**src/rtl/rgb_matrix_pwm_scan.sv**
```systemverilog
// Row-scanned RGB LED matrix driver with per-pixel PWM grey levels and a
// double-buffered frame store; the host writes the back buffer, swaps land at frame end.
//
// state  | meaning
// IDLE   | disabled, all LEDs off, counters cleared
// BLANK  | inter-row dead time, BLANK_CYCLES cycles, all off
// LOAD   | latch front-buffer row into the shadow, still off
// ACTIVE | row lit, PWM steps through LEVELS slices of STEP_CYCLES each
module rgb_matrix_pwm_scan #(
  parameter int ROWS         = 8,
  parameter int COLS         = 8,
  parameter int PWM_BITS     = 4,
  parameter int CLK_FREQ     = 50_000_000,
  parameter int REFRESH_RATE = 60,
  parameter int BLANK_CYCLES = 2
) (
  input  logic                      clk_i,
  input  logic                      rst_ni,
  input  logic                      enable_i,
  input  logic                      wr_en_i,
  input  logic [$clog2(ROWS)-1:0]   wr_row_i,
  input  logic [$clog2(COLS)-1:0]   wr_col_i,
  input  logic [3*PWM_BITS-1:0]     wr_rgb_i,
  input  logic                      swap_req_i,
  output logic                      swap_ack_o,
  output logic                      frame_start_o,
  output logic [ROWS-1:0]           led_row_o,
  output logic [COLS-1:0]           led_col_r_o,
  output logic [COLS-1:0]           led_col_g_o,
  output logic [COLS-1:0]           led_col_b_o
);

  localparam int LEVELS      = (1 << PWM_BITS) - 1;
  localparam int ROW_TIME    = CLK_FREQ / (REFRESH_RATE * ROWS);
  localparam int STEP_CYCLES = (ROW_TIME / LEVELS > 1) ? ROW_TIME / LEVELS : 1;
  localparam int RAW         = $clog2(ROWS);
  localparam int SW          = (STEP_CYCLES > 1) ? $clog2(STEP_CYCLES) : 1;
  localparam int BW          = (BLANK_CYCLES > 1) ? $clog2(BLANK_CYCLES) : 1;
  localparam int PXW         = 3 * PWM_BITS;

  typedef logic [COLS-1:0][PXW-1:0] row_t;
  typedef enum logic [1:0] {S_IDLE, S_BLANK, S_LOAD, S_ACTIVE} state_t;

  state_t              state_q;
  logic [RAW-1:0]      row_cnt_q;
  logic [SW-1:0]       step_q;
  logic [BW-1:0]       blank_q;
  logic [PWM_BITS-1:0] pwm_q;
  logic                front_q;
  logic                pend_q;
  logic                swap_ack_q;
  logic                frame_start_q;
  logic [ROWS-1:0]     led_row_q;
  logic [COLS-1:0]     col_r_q, col_g_q, col_b_q;
  row_t                shadow_q;
  row_t                fb_q [2][ROWS];

  // Active-low column drive for one row at a given PWM slice, packed {R,G,B}.
  function automatic logic [3*COLS-1:0] drive(input row_t px, input logic [PWM_BITS-1:0] p);
    logic [COLS-1:0] r, g, b;
    r = '1;
    g = '1;
    b = '1;
    for (int c = 0; c < COLS; c++) begin
      r[c] = !(px[c][PXW-1 -: PWM_BITS] > p);
      g[c] = !(px[c][2*PWM_BITS-1 -: PWM_BITS] > p);
      b[c] = !(px[c][PWM_BITS-1:0] > p);
    end
    return {r, g, b};
  endfunction

  // Writes always go to the back buffer; in the swap cycle that is the new front.
  always_ff @(posedge clk_i or negedge rst_ni) begin
    if (!rst_ni) begin
      for (int b = 0; b < 2; b++)
        for (int r = 0; r < ROWS; r++)
          fb_q[b][r] <= '0;
    end else if (wr_en_i && int'(wr_row_i) < ROWS && int'(wr_col_i) < COLS) begin
      fb_q[~front_q][wr_row_i][wr_col_i] <= wr_rgb_i;
    end
  end

  always_ff @(posedge clk_i or negedge rst_ni) begin
    if (!rst_ni) begin
      state_q       <= S_IDLE;
      row_cnt_q     <= '0;
      step_q        <= '0;
      blank_q       <= '0;
      pwm_q         <= '0;
      front_q       <= 1'b0;
      pend_q        <= 1'b0;
      swap_ack_q    <= 1'b0;
      frame_start_q <= 1'b0;
      led_row_q     <= '0;
      col_r_q       <= '1;
      col_g_q       <= '1;
      col_b_q       <= '1;
      shadow_q      <= '0;
    end else begin
      swap_ack_q    <= 1'b0;
      frame_start_q <= 1'b0;
      if (swap_req_i) pend_q <= 1'b1;
      if (!enable_i) begin
        state_q   <= S_IDLE;
        row_cnt_q <= '0;
        step_q    <= '0;
        blank_q   <= '0;
        pwm_q     <= '0;
        led_row_q <= '0;
        col_r_q   <= '1;
        col_g_q   <= '1;
        col_b_q   <= '1;
      end else begin
        case (state_q)
          S_IDLE: begin
            state_q <= S_BLANK;
            blank_q <= BW'(BLANK_CYCLES - 1);
          end
          S_BLANK: begin
            if (blank_q == '0) begin
              state_q       <= S_LOAD;
              frame_start_q <= (row_cnt_q == '0);
            end else begin
              blank_q <= blank_q - 1'b1;
            end
          end
          S_LOAD: begin
            state_q   <= S_ACTIVE;
            shadow_q  <= fb_q[front_q][row_cnt_q];
            step_q    <= SW'(STEP_CYCLES - 1);
            pwm_q     <= '0;
            led_row_q <= ROWS'(1) << row_cnt_q;
            {col_r_q, col_g_q, col_b_q} <= drive(fb_q[front_q][row_cnt_q], '0);
          end
          S_ACTIVE: begin
            if (step_q != '0) begin
              step_q <= step_q - 1'b1;
            end else if (pwm_q != PWM_BITS'(LEVELS - 1)) begin
              step_q <= SW'(STEP_CYCLES - 1);
              pwm_q  <= pwm_q + 1'b1;
              {col_r_q, col_g_q, col_b_q} <= drive(shadow_q, pwm_q + 1'b1);
            end else begin
              state_q   <= S_BLANK;
              blank_q   <= BW'(BLANK_CYCLES - 1);
              pwm_q     <= '0;
              led_row_q <= '0;
              col_r_q   <= '1;
              col_g_q   <= '1;
              col_b_q   <= '1;
              if (row_cnt_q == RAW'(ROWS - 1)) begin
                row_cnt_q <= '0;
                // Frame boundary: the only point a swap may land, so a frame never mixes buffers.
                if (pend_q || swap_req_i) begin
                  front_q    <= ~front_q;
                  swap_ack_q <= 1'b1;
                  pend_q     <= 1'b0;
                end
              end else begin
                row_cnt_q <= row_cnt_q + 1'b1;
              end
            end
          end
          default: state_q <= S_IDLE;
        endcase
      end
    end
  end

  assign swap_ack_o    = swap_ack_q;
  assign frame_start_o = frame_start_q;
  assign led_row_o     = led_row_q;
  assign led_col_r_o   = col_r_q;
  assign led_col_g_o   = col_g_q;
  assign led_col_b_o   = col_b_q;

endmodule

```
**config.mk**
```make
export PLATFORM = sky130hd
export DESIGN_NAME = rgb_matrix_pwm_scan
export DESIGN_NICKNAME = d
export VERILOG_FILES = /design/src/rtl/rgb_matrix_pwm_scan.sv
export SDC_FILE = /design/constraint.sdc
export NUM_CORES = 2
export LEC_CHECK = 0
export ABC_CLOCK_PERIOD_IN_PS = 6260
export BUFFER_PORTS_ARGS = -buffer_cell sky130_fd_sc_hd__buf_4
export CAP_MARGIN = 30
export CORE_UTILIZATION = 55
export CTS_BUF_LIST = sky130_fd_sc_hd__clkbuf_4 sky130_fd_sc_hd__clkbuf_8
export DETAILED_ROUTE_END_ITERATION = 8
export PLACE_DENSITY = 0.71
export SLEW_MARGIN = 15
export SYNTH_ARGS = -nofsm -noshare
export SYNTH_HDL_FRONTEND = slang
export SYNTH_SLANG_ARGS = --single-unit
```
**constraint.sdc**
```tcl
create_clock -name clk_i -period 6.26 [get_ports clk_i]
set_clock_uncertainty 0.05 [all_clocks]
set_input_delay 0.939 -clock clk_i [delete_from_list [all_inputs] [get_ports clk_i]]
set_output_delay 0.939 -clock clk_i [all_outputs]
set_load 0.05 [all_outputs]
```
Yosys cells after proc, flatten, opt, wreduce, memory -nomap -nowiden. Cells that the tools add are included.

$add $sub $neg: 4. Magnitude comparators: 56. Equality and inequality tests: 14. Shift-type cells: 1. Muxes and demuxes: 68. Bitwise gates (word level): 7. Reductions and logical operators: 63.

Operator list (count): $mux W768 (4); $bwmux W1536 (1); $demux W768 S1 (1); $bmux W96 S3 (1); $demux W96 S3 (1); $mux W96 (3); $gt A4 B1 Y1 const B (24); $gt A4 B4 Y1 (24); $mux W8 (12); $pmux W8 S2 (4); $logic_not A1 Y1 (48); $mux W13 (3); $demux W12 S3 (1); $pmux W13 S2 (1); $mux W1 (20); $mux W3 (5); $reduce_bool A13 Y1 (1); $sub A13 B1 Y13 const B (1); $mux W12 (1); $mux W4 (3); $reduce_and A3 Y1 (4); $ne A3 B3 Y1 const B (3); $ge A4 B4 Y1 const B (2); $mux W2 (4); 29 further kinds (41).

Register bits: 1691. Bits of input ports: 23. Output and inout port bits: 34. Word-level logic and storage cells: 362.

Longest topological paths before layout.
Depth in word-level cells: 11. Gate-level depth with buffers: 11. Mapped depth without buffers: 8.

Worst setup path before layout. No wires, ideal clock.

Path type: reg-to-reg. From: reg pwm_q[0]. To: reg col_g_q[0] (netlist: led_col_g_o[0]). Library setup time: 0.099 ns. Data arrival time: 2.693 ns. Required time: 6.111 ns. Slack: 3.418 ns. Stages on the path, launching flop included: 8. Path buffers: 0. Period minus slack after synthesis: 2.842 ns. Path through: dfrtp_1 > inv_1 > ha_1 > ha_1 > maj3_1 > a221oi_1 > a21oi_1 > a221oi_1.

Word-level cells in the longest chain between the ends: 7. Elaborated cells between the ends (all ways): 8. Classes of those cells: add/sub: 1; order compare: 1; eq/ne: 1; mux: 4; reduce/logical: 1.

RTL lines: start: declaration (line 48) `logic [PWM_BITS-1:0] pwm_q;`; start signal: assignment (line 140) `pwm_q <= pwm_q + 1'b1;`; $add A4 B1 Y4 (line 141) `{col_r_q, col_g_q, col_b_q} <= drive(shadow_q, pwm_q + 1'b1);`; $gt A4 B4 Y1 (line 66) `g[c] = !(px[c][2*PWM_BITS-1 -: PWM_BITS] > p);`; $logic_not A1 Y1 (line 66); $mux W8 (*) (line 138) `end else if (pwm_q != PWM_BITS'(LEVELS - 1)) begin`; $mux W8 (*) (line 136) `if (step_q != '0) begin`; $pmux W8 S2 (*) (line 114) `case (state_q)`; $mux W8 (*) (line 103) `if (!enable_i) begin`; end signal: assignment (line 133) `{col_r_q, col_g_q, col_b_q} <= drive(fb_q[front_q][row_cnt_q], '0);`; end signal: assignment (line 141); end: declaration (line 54) `logic [COLS-1:0] col_r_q, col_g_q, col_b_q;`.

Mark *: on every way between the ends. The rest lies on a longest branch, timed or not. The select of a mux whose other input is x is not followed. A chain may end at the register's enable or synchronous reset.

Final worst setup path.
From: reg front_q. To: reg col_r_q[0] (netlist: led_col_r_o[0]).

Word-level cells in the longest chain between the ends: 11.

RTL lines: start: declaration (line 49) `logic front_q;`; start signal: assignment (line 154) `front_q <= ~front_q;`; $not A1 Y2 (not written as such) (line 133); $mux W768 (not written as such) (3 in a row) (line 133); $bmux W96 S3 (line 133); $mux W96 (not written as such) (2 in a row) (line 133); $gt A4 B1 Y1 (line 65) `r[c] = !(px[c][PXW-1 -: PWM_BITS] > p);`; $logic_not A1 Y1 (line 65); $pmux W8 S2 (line 114); $mux W8 (line 103); end signal: assignment (line 133); end signal: assignment (line 141); end: declaration (line 54).

No other way between the ends. The select of a mux whose other input is x is not followed.

==> key figures <==
Status
  • Outcome: finished clean

Floorplan
  • Die width: 380.7 um
  • Die height: 380.7 um
  • Core Rows: 138
  • Initial Utilization: 55.57%
  • Core area: 141900 sq um
  • Ports: 57
  • Die area: 144900 sq um

Synth
  • Async S/R FF share, synth: 100.0%
  • Synth unique cells: 62
  • Largest family of logic cells by synthesized area: multiplexers
  • Simple-gate portion of the synthesized area: 2.730%
  • Compound-gate portion of the synthesized area: 5.268%
  • Adder-cell share of the synthesized area: 1.551%
  • Mapped Area: 78880 sq um
  • Synth area leader: dfrtp_1
  • Synth top area share: 52.89%
  • Post-synth top flop: dfrtp_1
  • Post-synth EDFFs: 0
  • Net Count, Synth: 5691
  • Xor/xnor share of the synthesized area: 0.3442%
  • Syn Area/Cell: 14.13 sq um
  • Sequential fraction of the synthesis area: 53.69%
  • Gate Count Post-Synth: 5583
  • Yosys warning count: 0
  • Top cells by area, synth: dfrtp_1 53%, mux2_2 23%, mux4_2 5.5%
  • Flops & latches, synth: 1691
  • Mux share of post-synthesis cell area: 33.21%

Clocking
  • Worst skew pair latency: 1.03 ns
  • H-tree lvl count: 5
  • CTS tree: built
  • CTS clock-pin slew for the worst setup and hold paths: 0.06 ns
  • CTS-repair resized insts: 0
  • Clock buffer depth: 4
  • CTS buffer count: 295
  • CTS root buf: clkbuf_8
  • Clock Sinks: 1691

STA
  • Fin crit period: 3.673 ns
  • Maximum operating frequency: 272.3 MHz
  • Final hold vios: 0
  • RSZ-0062 raised after global routing: no
  • Pins Over Slew Limit: 0
  • Hold_ws: 0.1802 ns
  • Final setup violation count: 0
  • Tcrit/Tclk final: 58.67%
  • Actual slew at the worst max-slew pin: 1.036 ns
  • Post-route setup TNS: 0 ns
  • Rel. slew slack: 30.92%

Placed design
  • Final Wtd Congestion: 0.8223
  • IO buf count: 56
  • HPWL Detailed: 124100 um

Critical path
  • Critical Path End Type: flop
  • Crit path buffers/inverters: 1
  • CP top delay family: flip-flops
  • Reg2reg start: front_q$_DFFE_PN0P_
  • CP max stage delay: 0.83 ns
  • CP max stage cell: dfrtp_4
  • Crit-path cells: buf_12 -> mux4_2 -> nand2b_1 -> a31oi_1 -> nor2_1 -> or4_1 -> a221oi_2
  • Crit start category: flop
  • Crit. path cell count: 7
  • FF-to-FF path depth: 7
  • Worst reg2reg setup slack: 2.59 ns
  • Worst EP arrival: 4.50 ns
  • Worst-path fanout max: 84
  • Worst Path Required: 7.08 ns
  • R2R Path End: led_col_r_o[0]$_DFFE_PN1P_
  • Critical path type: flop to flop

Global route
  • Initial antenna violation count: 1
  • Number of global-route vias before repair: 50420
  • GRT Resource Usage Total: 28.72%
  • Global-route wire length before repair: 316700 um
  • Overflow after GRT: 0
  • Pin count of the biggest net entering global routing: 162

Drt
  • DR pass1 iterations: 5
  • Via density: 6.300
  • Routed Antenna Nets: 0
  • Initial DRC Count: 3830
  • DRC violations left: 0
  • Vias: 48380
  • Drt wl/cell: 26.72 um
  • Total Wirelength: 205200 um

Final layout
  • Post-layout util: 61.22%
  • Final nets: 5706
  • P&R area growth vs syn: 10.15%
  • Share of layout cells above drive strength 1: 44.38%
  • Multi-input logic area: 34080 sq um
  • Filler cells: 10820
  • Register area: 42360 sq um

Worst hold path
  • WHS Endpoint: pend_q$_DFF_PN0_
  • Worst Hold Launch: swap_req_i
  • Hold Crit Depth: 3
  • Hold crit path type: input pin to flop

Pwr
  • Max IR drop VDD: 0.0002967 V
  • Leakage power total: 40.27 nW
  • PwrDens: 280.0 nW/um^2

Job
  • Max Cap Viol: 0
-- stage by stage --
step / total power [W] / instance area (sq um) / cells / worst slack [ns]
floorplan: 0.01358 / 78880 / 5583 / 3.418
global placement: 0.01428 / 80800 / 7172 / 2.465
detailed placement: 0.01442 / 81010 / 7188 / 2.700
CTS: 0.02452 / 86850 / 7676 / 2.660
global route: 0.02532 / 86880 / 7679 / 2.473
finish: 0.02433 / 86890 / 7680 / 2.587
-- Yosys cell counts (all sizes together) (3+ instances only) --
| cell type | count |
|---|---|
| a211oi | 17 |
| a21boi | 9 |
| a21oi | 57 |
| a221o | 11 |
| a221oi | 197 |
| a22o | 4 |
| a22oi | 86 |
| a31oi | 13 |
| and2 | 3 |
| and3 | 15 |
| buf | 191 |
| clkbuf | 316 |
| dfrtp | 1667 |
| dfstp | 24 |
| ha | 85 |
| inv | 49 |
| maj3 | 16 |
| mux2 | 1601 |
| mux2i | 384 |
| mux4 | 192 |
| nand2 | 174 |
| nand2b | 20 |
| nand3 | 12 |
| nand4 | 11 |
| nor2 | 158 |
| nor2b | 16 |
| nor3 | 24 |
| nor3b | 5 |
| o2111ai | 8 |
| o211a | 8 |
| o21ai | 96 |
| o22ai | 8 |
| o31ai | 20 |
| o41ai | 13 |
| or3b | 3 |
| or4 | 18 |
| xnor2 | 7 |
| xor2 | 24 |
-- per-layer routing --
layer	track usage (%)	vias to the layer above	part of all wire [%]
met1	39.51	25890	43
met2	45.14	1448	47
met3	6.219	357	6.9
met4	10.20	0	3.3
li1	-	20690	-
met5	0	-	0
-- cell type report --
class	count	share of cell area, %
diodes	2	0.005760
clock buffers	472	6.606
clock inverters	15	0.09792
inverters	49	0.2146
multi-input cells	3336	39.22
flip-flops and latches	1691	48.75
well taps	1890	2.722
repair buffers	225	2.385
-- tightest hold or removal path, cell delays in order --
cell and delay, ns:
buf_4 0.08, nor2_1 0.04, nor2b_1 0.10
-- power breakdown --
part | internal, W | switching, W
logic | 0.000891 | 0.00123
registers | 0.0117 | 0.000398
clock network | 0.00575 | 0.00434
-- cell families (layout without fill, tap and decap cells) --
kind of cell | after synthesis | after routing
AO/OA/AOI/OAI | 555 | 555
multiplexers | 2177 | 2177
flip-flops | 1691 | 1691
adder cells (fa/ha/maj) | 101 | 101
XOR/XNOR | 31 | 31
AND/OR/NAND/NOR | 472 | 472
other | 0 | 2
buffers and inverters | 556 | 761
-- how the worst max path moves through the flow --
stage	startpoint	endpoint	slack [ns]
after detailed placement	front_q$_DFFE_PN0P_	led_col_b_o[6]$_DFFE_PN1P_	2.70
after CTS	front_q$_DFFE_PN0P_	led_col_r_o[0]$_DFFE_PN1P_	2.66
after floorplan	pwm_q[0]$_DFFE_PN0P_	led_col_g_o[0]$_DFFE_PN1P_	3.42
after global routing	front_q$_DFFE_PN0P_	led_col_r_o[0]$_DFFE_PN1P_	2.47
final	front_q$_DFFE_PN0P_	led_col_r_o[0]$_DFFE_PN1P_	2.59
after global placement	wr_col_i[0]	fb_q[1443]$_DFFE_PN0P_	2.46
-- placed cells by master, fill, tap and decap left out, types with 18 or more instances in the layout --
| cell | synthesis | final |
|---|---|---|
| a21oi_1 | 57 | 57 |
| nor2_1 | 158 | 156 |
| inv_1 | 49 | 46 |
| a22oi_1 | 86 | 86 |
| o21ai_0 | 94 | 94 |
| nand2_1 | 174 | 173 |
| mux2i_1 | 384 | 384 |
| nand2b_1 | 20 | 20 |
| ha_1 | 85 | 84 |
| buf_4 | 40 | 190 |
| buf_12 | 0 | 21 |
| xor2_1 | 24 | 23 |
| mux4_2 | 192 | 192 |
| clkbuf_4 | 0 | 121 |
| or4_1 | 18 | 18 |
| o31ai_1 | 20 | 20 |
| clkbuf_8 | 0 | 351 |
| mux2_2 | 1601 | 1601 |
| a221oi_1 | 189 | 189 |
| nor3_1 | 24 | 22 |
| dfstp_2 | 24 | 24 |
| dfrtp_1 | 1667 | 1663 |
-- flip-flops by register name (all words and copies together) (netlist names) --
signal and flops:
led_col_r_o 8, swap_ack_o 1, frame_start_o 1, pwm_q 4
row_cnt_q 3, led_col_b_o 8, blank_q 1, led_row_o 8
state_q 2, shadow_q 96, front_q 1, step_q 13
pend_q 1, led_col_g_o 8, fb_q 1536
-- timing repair --
| item | CTS | global route |
|---|---|---|
| hold endpoints to repair | 103 | 0 |
| hold buffers | 1 | 0 |
| buffers inserted | 0 | 0 |
No activity file was read; power rests on OpenSTA's default activity.
